==> config.mk <==
export PLATFORM = sky130hd
export DESIGN_NAME = peregrine_iram1_arb_flat
export DESIGN_NICKNAME = d
export VERILOG_FILES = /design/src/rtl/peregrine_iram1_arb_if.sv /design/src/rtl/peregrine_iram1_arb.sv /design/src/flat_wrapper.sv
export SDC_FILE = /design/constraint.sdc
export NUM_CORES = 1
export LEC_CHECK = 0
export ABC_AREA = 0
export BUFFER_PORTS_ARGS = -buffer_cell sky130_fd_sc_hd__buf_2
export CAP_MARGIN = 5
export CORE_AREA = 2 2 98 100
export DETAILED_ROUTE_END_ITERATION = 16
export DIE_AREA = 0 0 100 102
export PLACE_DENSITY = 0.62
export SLEW_MARGIN = 20
export SYNTH_ARGS = -nofsm -noshare
export SYNTH_HDL_FRONTEND = slang
export SYNTH_SLANG_ARGS = --single-unit
==> constraint.sdc <==
create_clock -name CLK -period 1.5 [get_ports CLK]
set_clock_uncertainty 0.15 [all_clocks]
set_input_delay 0 -clock CLK [delete_from_list [all_inputs] [get_ports CLK]]
set_output_delay 0 -clock CLK [all_outputs]
set_load 0.1 [all_outputs]
==> src/rtl/peregrine_iram1_arb_if.sv <==
// Bus bundle between the IRAM1 arbiter, its two requesters (core IRAM1 port
// and DMA/preload port) and the single-port IRAM1 wrapper.
//   Core side : CoreEn/CoreWr/CoreAddr/CoreWrData/CoreLoadStore -> CoreBusy/CoreData
//   DMA side  : DmaReq/DmaWr/DmaAddr/DmaWrData -> DmaGnt/DmaRdValid/DmaRdData
//   Memory    : IRam1Addr/IRam1En/IRam1Wr/IRam1WrData/IRam1LoadStore <- IRam1Data
// slave  = arbiter view, master = environment view (requesters + memory).
interface peregrine_iram1_arb_if #(
  parameter int AW = 17,
  parameter int DW = 32
);
  logic          CoreEn;
  logic          CoreWr;
  logic [AW-1:0] CoreAddr;
  logic [DW-1:0] CoreWrData;
  logic          CoreLoadStore;
  logic          CoreBusy;
  logic [DW-1:0] CoreData;

  logic          DmaReq;
  logic          DmaWr;
  logic [AW-1:0] DmaAddr;
  logic [DW-1:0] DmaWrData;
  logic          DmaGnt;
  logic          DmaRdValid;
  logic [DW-1:0] DmaRdData;

  logic [AW-1:0] IRam1Addr;
  logic          IRam1En;
  logic          IRam1Wr;
  logic [DW-1:0] IRam1WrData;
  logic          IRam1LoadStore;
  logic [DW-1:0] IRam1Data;

  modport slave (
    input  CoreEn, CoreWr, CoreAddr, CoreWrData, CoreLoadStore,
    output CoreBusy, CoreData,
    input  DmaReq, DmaWr, DmaAddr, DmaWrData,
    output DmaGnt, DmaRdValid, DmaRdData,
    output IRam1Addr, IRam1En, IRam1Wr, IRam1WrData, IRam1LoadStore,
    input  IRam1Data
  );

  modport master (
    output CoreEn, CoreWr, CoreAddr, CoreWrData, CoreLoadStore,
    input  CoreBusy, CoreData,
    output DmaReq, DmaWr, DmaAddr, DmaWrData,
    input  DmaGnt, DmaRdValid, DmaRdData,
    input  IRam1Addr, IRam1En, IRam1Wr, IRam1WrData, IRam1LoadStore,
    output IRam1Data
  );
endinterface

==> src/rtl/peregrine_iram1_arb.sv <==
// IRAM1 arbiter: core has fixed priority over the DMA/preload port; a
// starvation counter forces one DMA slot after STARVE_LIMIT consecutive
// denied DMA cycles. Read data (1-cycle latency) is passed through to both
// requesters; DmaRdValid marks the cycle that belongs to a DMA read.
// Ports:
//   CLK      clock, all state on posedge
//   Reset_n  synchronous active-low reset
//   bus      peregrine_iram1_arb_if.slave (core, DMA and memory signals)
module peregrine_iram1_arb #(
  parameter int AW           = 17,
  parameter int DW           = 32,
  parameter int STARVE_LIMIT = 8
) (
  input  logic                   CLK,
  input  logic                   Reset_n,
  peregrine_iram1_arb_if.slave   bus
);

  typedef enum logic [1:0] {
    OWN_NONE = 2'd0,
    OWN_CORE = 2'd1,
    OWN_DMA  = 2'd2
  } owner_e;

  logic [7:0]    starve_q, starve_d;
  owner_e        rd_owner_q, rd_owner_d;

  logic          force_dma;
  logic          dma_win;
  logic          core_win;
  logic [AW-1:0] mem_addr;
  logic [DW-1:0] mem_wdata;
  logic          mem_wr;
  logic          mem_ls;

  always_comb begin
    force_dma = bus.DmaReq && (starve_q >= 8'(STARVE_LIMIT));
    // Grants are suppressed while reset is held so the memory sees no access.
    dma_win   = Reset_n && bus.DmaReq && (force_dma || !bus.CoreEn);
    core_win  = Reset_n && bus.CoreEn && !dma_win;

    // Idle cycles keep the core address/data on the pins.
    mem_addr  = bus.CoreAddr;
    mem_wdata = bus.CoreWrData;
    mem_wr    = 1'b0;
    mem_ls    = 1'b0;
    if (dma_win) begin
      mem_addr  = bus.DmaAddr;
      mem_wdata = bus.DmaWrData;
      mem_wr    = bus.DmaWr;
    end else if (core_win) begin
      mem_wr    = bus.CoreWr;
      mem_ls    = bus.CoreLoadStore;
    end

    starve_d = starve_q;
    if (!bus.DmaReq || dma_win) begin
      starve_d = '0;
    end else if (starve_q != 8'hFF) begin
      starve_d = starve_q + 8'd1;
    end

    rd_owner_d = OWN_NONE;
    if (dma_win && !bus.DmaWr) begin
      rd_owner_d = OWN_DMA;
    end else if (core_win && !bus.CoreWr) begin
      rd_owner_d = OWN_CORE;
    end
  end

  always_ff @(posedge CLK) begin
    if (!Reset_n) begin
      starve_q   <= '0;
      rd_owner_q <= OWN_NONE;
    end else begin
      starve_q   <= starve_d;
      rd_owner_q <= rd_owner_d;
    end
  end

  assign bus.DmaGnt         = dma_win;
  assign bus.CoreBusy       = bus.CoreEn && dma_win;
  assign bus.IRam1En        = core_win || dma_win;
  assign bus.IRam1Addr      = mem_addr;
  assign bus.IRam1Wr        = mem_wr;
  assign bus.IRam1WrData    = mem_wdata;
  assign bus.IRam1LoadStore = mem_ls;

  // Gated with Reset_n so a read granted just before reset asserts never
  // reports a response once the requester has been reset.
  assign bus.DmaRdValid     = Reset_n && (rd_owner_q == OWN_DMA);
  assign bus.DmaRdData      = bus.IRam1Data;
  assign bus.CoreData       = bus.IRam1Data;

endmodule

==> src/flat_wrapper.sv <==
// flat-port wrapper written by rule: the top's interface ports become plain ports
module peregrine_iram1_arb_flat 
#(
  parameter int AW           = 17,
  parameter int DW           = 32,
  parameter int STARVE_LIMIT = 8
)
  (CLK, Reset_n, bus_CoreEn, bus_CoreWr, bus_CoreAddr, bus_CoreWrData, bus_CoreLoadStore, bus_CoreBusy, bus_CoreData, bus_DmaReq, bus_DmaWr, bus_DmaAddr, bus_DmaWrData, bus_DmaGnt, bus_DmaRdValid, bus_DmaRdData, bus_IRam1Addr, bus_IRam1En, bus_IRam1Wr, bus_IRam1WrData, bus_IRam1LoadStore, bus_IRam1Data);
  peregrine_iram1_arb_if #(.AW(AW), .DW(DW)) bus_i ();
  input  logic CLK;
  input  logic Reset_n;
  input wire logic [$bits(bus_i.CoreEn)-1:0] bus_CoreEn;
  input wire logic [$bits(bus_i.CoreWr)-1:0] bus_CoreWr;
  input wire logic [$bits(bus_i.CoreAddr)-1:0] bus_CoreAddr;
  input wire logic [$bits(bus_i.CoreWrData)-1:0] bus_CoreWrData;
  input wire logic [$bits(bus_i.CoreLoadStore)-1:0] bus_CoreLoadStore;
  output wire logic [$bits(bus_i.CoreBusy)-1:0] bus_CoreBusy;
  output wire logic [$bits(bus_i.CoreData)-1:0] bus_CoreData;
  input wire logic [$bits(bus_i.DmaReq)-1:0] bus_DmaReq;
  input wire logic [$bits(bus_i.DmaWr)-1:0] bus_DmaWr;
  input wire logic [$bits(bus_i.DmaAddr)-1:0] bus_DmaAddr;
  input wire logic [$bits(bus_i.DmaWrData)-1:0] bus_DmaWrData;
  output wire logic [$bits(bus_i.DmaGnt)-1:0] bus_DmaGnt;
  output wire logic [$bits(bus_i.DmaRdValid)-1:0] bus_DmaRdValid;
  output wire logic [$bits(bus_i.DmaRdData)-1:0] bus_DmaRdData;
  output wire logic [$bits(bus_i.IRam1Addr)-1:0] bus_IRam1Addr;
  output wire logic [$bits(bus_i.IRam1En)-1:0] bus_IRam1En;
  output wire logic [$bits(bus_i.IRam1Wr)-1:0] bus_IRam1Wr;
  output wire logic [$bits(bus_i.IRam1WrData)-1:0] bus_IRam1WrData;
  output wire logic [$bits(bus_i.IRam1LoadStore)-1:0] bus_IRam1LoadStore;
  input wire logic [$bits(bus_i.IRam1Data)-1:0] bus_IRam1Data;
  assign bus_i.CoreEn = bus_CoreEn;
  assign bus_i.CoreWr = bus_CoreWr;
  assign bus_i.CoreAddr = bus_CoreAddr;
  assign bus_i.CoreWrData = bus_CoreWrData;
  assign bus_i.CoreLoadStore = bus_CoreLoadStore;
  assign bus_CoreBusy = bus_i.CoreBusy;
  assign bus_CoreData = bus_i.CoreData;
  assign bus_i.DmaReq = bus_DmaReq;
  assign bus_i.DmaWr = bus_DmaWr;
  assign bus_i.DmaAddr = bus_DmaAddr;
  assign bus_i.DmaWrData = bus_DmaWrData;
  assign bus_DmaGnt = bus_i.DmaGnt;
  assign bus_DmaRdValid = bus_i.DmaRdValid;
  assign bus_DmaRdData = bus_i.DmaRdData;
  assign bus_IRam1Addr = bus_i.IRam1Addr;
  assign bus_IRam1En = bus_i.IRam1En;
  assign bus_IRam1Wr = bus_i.IRam1Wr;
  assign bus_IRam1WrData = bus_i.IRam1WrData;
  assign bus_IRam1LoadStore = bus_i.IRam1LoadStore;
  assign bus_i.IRam1Data = bus_IRam1Data;
  peregrine_iram1_arb #(.AW(AW), .DW(DW), .STARVE_LIMIT(STARVE_LIMIT)) u_core (.CLK(CLK), .Reset_n(Reset_n), .bus(bus_i));
endmodule
* Word level (Yosys, flattened, before mapping) *
Index checks and enable logic that the tools add are counted.

storage, ports and cells
  flip-flop bits (word level) = 10
  input bits = 137
  output and inout bits = 119
  logic and storage cells = 35

cells by class
  add/sub/neg operators = 1
  order comparisons = 1
  equal/unequal tests = 2
  mux-type cells = 8
  bitwise gates (word level) = 1
  reduce and logical (&&, ||, !) cells = 19

operators with widths
  kind                                                                   count
  32-bit two-way mux                                                     1
  17-bit two-way mux                                                     1
  1-bit logical AND                                                      9
  8-bit by 1-bit adder with 8-bit output, second input constant          1
  8-bit by 4-bit >= comparator with 1-bit output, second input constant  1
  8-bit != test, second input constant                                   1
  1-bit logical NOT                                                      5
  1-bit two-way mux                                                      5
  2-bit OR reduction                                                     2
  1-bit logical OR                                                       3
  2-bit equality test, second input constant                             1
  2-bit two-way mux                                                      1
  1-bit NOT                                                              1

* Depth between registers and ports, before layout *
  depth after elaboration = 9
  gate-level depth with buffers = 5
  gate-level depth less buffers = 4

* Worst setup path before layout *
OpenSTA, ideal clock, no wires.

  path kind = reg2out
  start point = reg u_core.starve_q[7]
  end point = out bus_IRam1LoadStore
  data arrival time = 3.664 ns
  data required time = 1.350 ns
  setup slack = -2.314 ns
  cell stages (with the launch flop) = 6
  path buffers = 1
  path through = dfxtp_1 > nor4_4 > a21o_4 > buf_12 > inv_1 > nor3b_1

on the way
  cells in the longest elaborated chain, start to end = 8

RTL lines
  item                                              line                       text
  start: declaration                                peregrine_iram1_arb.sv:25  logic [7:0] starve_q, starve_d;
  start signal: assignment                          peregrine_iram1_arb.sv:76  starve_q <= starve_d;
  8-bit by 4-bit >= comparator with 1-bit output *  peregrine_iram1_arb.sv:37  force_dma = bus.DmaReq && (starve_q >= 8'(STARVE_LIMIT));
  1-bit logical AND *                               peregrine_iram1_arb.sv:37
  1-bit logical OR *                                peregrine_iram1_arb.sv:39  dma_win = Reset_n && bus.DmaReq && (force_dma || !bus.CoreEn);
  1-bit logical AND *                               peregrine_iram1_arb.sv:39
  named net bus_DmaGnt                              flat_wrapper.sv:23         output wire logic [$bits(bus_i.DmaGnt)-1:0] bus_DmaGnt;
  1-bit logical NOT                                 peregrine_iram1_arb.sv:40  core_win = Reset_n && bus.CoreEn && !dma_win;
  1-bit logical AND                                 peregrine_iram1_arb.sv:40
  1-bit two-way mux                                 peregrine_iram1_arb.sv:51  end else if (core_win) begin
  1-bit two-way mux *                               peregrine_iram1_arb.sv:47  if (dma_win) begin
  end: declaration                                  flat_wrapper.sv:30         output wire logic [$bits(bus_i.IRam1LoadStore)-1:0] bus_IRam1LoadStore;

Mark *: on every way through the listed nets, which the timed path passes. The rest lies on a longest branch.

* Final worst setup path *
  start point = reg u_core.starve_q[7]
  end point = out bus_IRam1WrData[8]

on the way
  cells in the longest elaborated chain, start to end = 5

RTL lines
  item                                            line                       text
  8-bit by 4-bit >= comparator with 1-bit output  peregrine_iram1_arb.sv:37
  1-bit logical AND                               peregrine_iram1_arb.sv:37
  1-bit logical OR                                peregrine_iram1_arb.sv:39
  1-bit logical AND                               peregrine_iram1_arb.sv:39
  32-bit two-way mux                              peregrine_iram1_arb.sv:47
  end: declaration                                flat_wrapper.sv:29         output wire logic [$bits(bus_i.IRam1WrData)-1:0] bus_IRam1WrData;

Every way passes these cells.

==> reports/qor.yml <==
pwr:
  total_power_uw: 3356
  p_leak_uw: 0.001966
  pwr-share-clk_pct: 10.3
  power.share.sequential_pct: 8.4
  switching_share_pct: 57.76
  intPower_uw: 1418
  irDropWorstVdd_mv: 0.3652
  p_sw_uw: 1939
  powerDensity_nw_per_um2: 873.7
  combPwrFrac_pct: 81.3
yosys:
  synth.area.top_cells: "mux2_4, buf_4, dfxtp_1"
  synth-edff-count: 0
  synth-compound-area-share_pct: 3.754
  synth-main-ff-cell: "dfxtp_1"
  ys_ff_latch: 10
  synthSimpleGateAreaFrac_pct: 6.799
  synth.most_common_cell: "buf_4"
  syn_area_um2: 1767
  synth_top_area_cell: "mux2_4"
  synthAdderAreaFrac_pct: 1.416
  ys_warn_count: 0
  synth.yosys.seq_area_share_pct: 11.33
  synth_top_cell_area_share_pct: 41.64
  async_reset_ff_share_pct: 0
  synth_top_family_by_area: "multiplexers"
  synthCells: 161
  synthMuxAreaShare_pct: 41.64
  ys_types: 27
  avgSynthCellArea_um2: 10.97
  synth-xor-area-share_pct: 0
  synth_common_cells: "buf_4, mux2_4, dfxtp_1, buf_12, inv_1"
finish:
  num-nets-final: 450
  num_antenna_cells: 0
  finish.instance_area_um2: 3841
  drive_above_1_share_pct: 87.74
  syn_to_final_growth_pct: 117.4
worst_setup_path:
  cp_slowest_stage_delay_ps: 330
  cp_max_fo: 6
  start_kind: "register"
  critical_path_class: "register to output pin"
  crit_chain: "nor4_4, a21o_4, buf_12, buf_12, mux2_4, buf_12"
  required_ps: 1350
  crit_top_cell: "buf_12"
  cpMaxStageDelayCell: "dfxtp_2"
  reg2reg_depth: 5
  worstSetupPathDepth: 6
  critical-path-top-delay-family: "buffers and inverters"
  crit_buf_inv: 3
  crit_path_end_kind: "output pin"
  cp.arrival_ps: 1840
timing:
  period_share_pct: 132.7
  rsz0062_at_grt: "true"
  finalMaxSlewViolations: 0
  worst_slack_ps: -490.6
  hold_viol_final: 0
  finalSetupTns_ps: -23810
  fmaxAchievable_mhz: 502.4
  setup_viol: 53
  timing.final.crit_period_ps: 1991
  hold_ws_ps: 31.36
floorplanning:
  fp-row-count: 35
  die_area_um2: 10200
  initial_core_util_pct: 19.40
  dieHeight_um: 102
  ioPinCount: 256
  die_w_um: 100
  fp.coreArea_um2: 9109
clock_network:
  cts_tree: "done"
  cts-root-buf: "clkbuf_8"
  path_clk_slew_ps: 50
  htree_levels: 1
  clk_latency_ps: 240
  clock_sinks: 10
  cts_inserted_buffers: 3
  cts_buffer_depth: 2
run_status:
  violations: "negative setup slack"
  status: "complete, but fails checks"
worst_hold_path:
  hold_depth: 1
  hold_class: "input port to output pin"
place:
  placed_cell_area_um2: 3038
  portBuffers: 159
  post-place-ws_ps: -258.5
  dpl.hpwl_mm: 5.747
  gp_congestion: 0.7161
global_routing:
  antenna_found_initial: 0
  grt_overflow_total: 0
  grt_pass1_wl_mm: 10.25
  grt_pass1_vias: 1822
  grt_usage_pct: 13.36
  grt_max_degree: 24
routing:
  routed-via-count: 1682
  vias_per_cell: 3.995
  wl_per_cell_um: 18.18
  wirelength_mm: 7.654
  drt-initial-drc-count: 35
  ant_nets: 0
  drc_errors: 0
  drtPass1Iterations: 4
job:
  drv_cap: 0
## final timing paths
path                                                        end  slack (ps)                            start
worst max-delay path                         bus_IRam1WrData[8]        -490  u_core.starve_q[7]$_SDFFE_PP0P_
worst min register to register  u_core.starve_q[0]$_SDFFE_PP0P_         420  u_core.starve_q[0]$_SDFFE_PP0P_
worst min-delay path                            bus_CoreData[0]          30                 bus_IRam1Data[0]
worst max register to register  u_core.rd_owner_q[0]$_SDFF_PP0_           0  u_core.starve_q[7]$_SDFFE_PP0P_
## power groups by stage
| stage | Clock, uW | Combinational, uW | Sequential (uW) |
|---|---|---|---|
| final | 347 | 2730 | 281 |
| after global routing | 366 | 2790 | 281 |
| after CTS | 357 | 2720 | 281 |
| after detailed placement | 0 | 1820 | 286 |
| after global placement | 0 | 1820 | 286 |
| after floorplan | 0 | 1940 | 285 |
## cells in the final DEF (no fill, tap or decap), types with 2 or more instances in the layout
master / count
clkbuf_8: 4
nor2_1: 2
nor3_1: 2
nand2_1: 2
inv_1: 3
buf_4: 13
dfxtp_2: 2
buf_12: 88
dlygate4sd3_1: 5
dfxtp_1: 8
mux2_4: 49
conb_1: 4
buf_2: 106
## registers in the layout, summed over array words and instances (netlist names)
register           cells
u_core.rd_owner_q      2
u_core.starve_q        8
## area by class of cell
cell class                      instances  area [um^2]
Clock buffer                            4        55.05
Multi-Input combinational cell         80        985.9
Fill cell                             839         5268
Inverter                                4        18.77
Timing Repair Buffer                  212         2440
Tap cell                              111        138.9
Sequential cell                        10        202.7
## per-stage QoR
| step | std cells | utilization (%) |
|---|---|---|
| final | 421 | 42.17 |
| after global routing | 421 | 42.17 |
| after CTS | 417 | 41.54 |
| after detailed placement | 376 | 33.35 |
| after global placement | 376 | 33.35 |
| after floorplan | 164 | - |
## per-layer routing
| layer | vias up | global-route usage (%) | part of all wire (%) |
|---|---|---|---|
| li1 | 781 | - | - |
| met1 | 776 | 15.74 | 37 |
| met2 | 116 | 21.47 | 48 |
| met3 | 9 | 7.456 | 14 |
| met4 | 0 | 2.845 | 1.1 |
| met5 | - | 0 | 0 |
## kinds of logic (layout without fill, tap and decap cells)
kind of cell	count (synthesis)	count (layout)
adders and majority gates	2	2
other	1	4
muxes	49	49
DFF	10	10
AOI/OAI and AO/OA	8	8
and+or+nand+nor	17	17
buffers and inverters	74	220
## what timing repair did
item,4_1_cts,5_1_grt
hold buffers,37,0
hold endpoints to repair,70,0
pin swaps,1,3
setup buffers,0,4
setup endpoints to repair,54,57
gates resized for setup,0,6
Power figures use the tool's default switching activity.
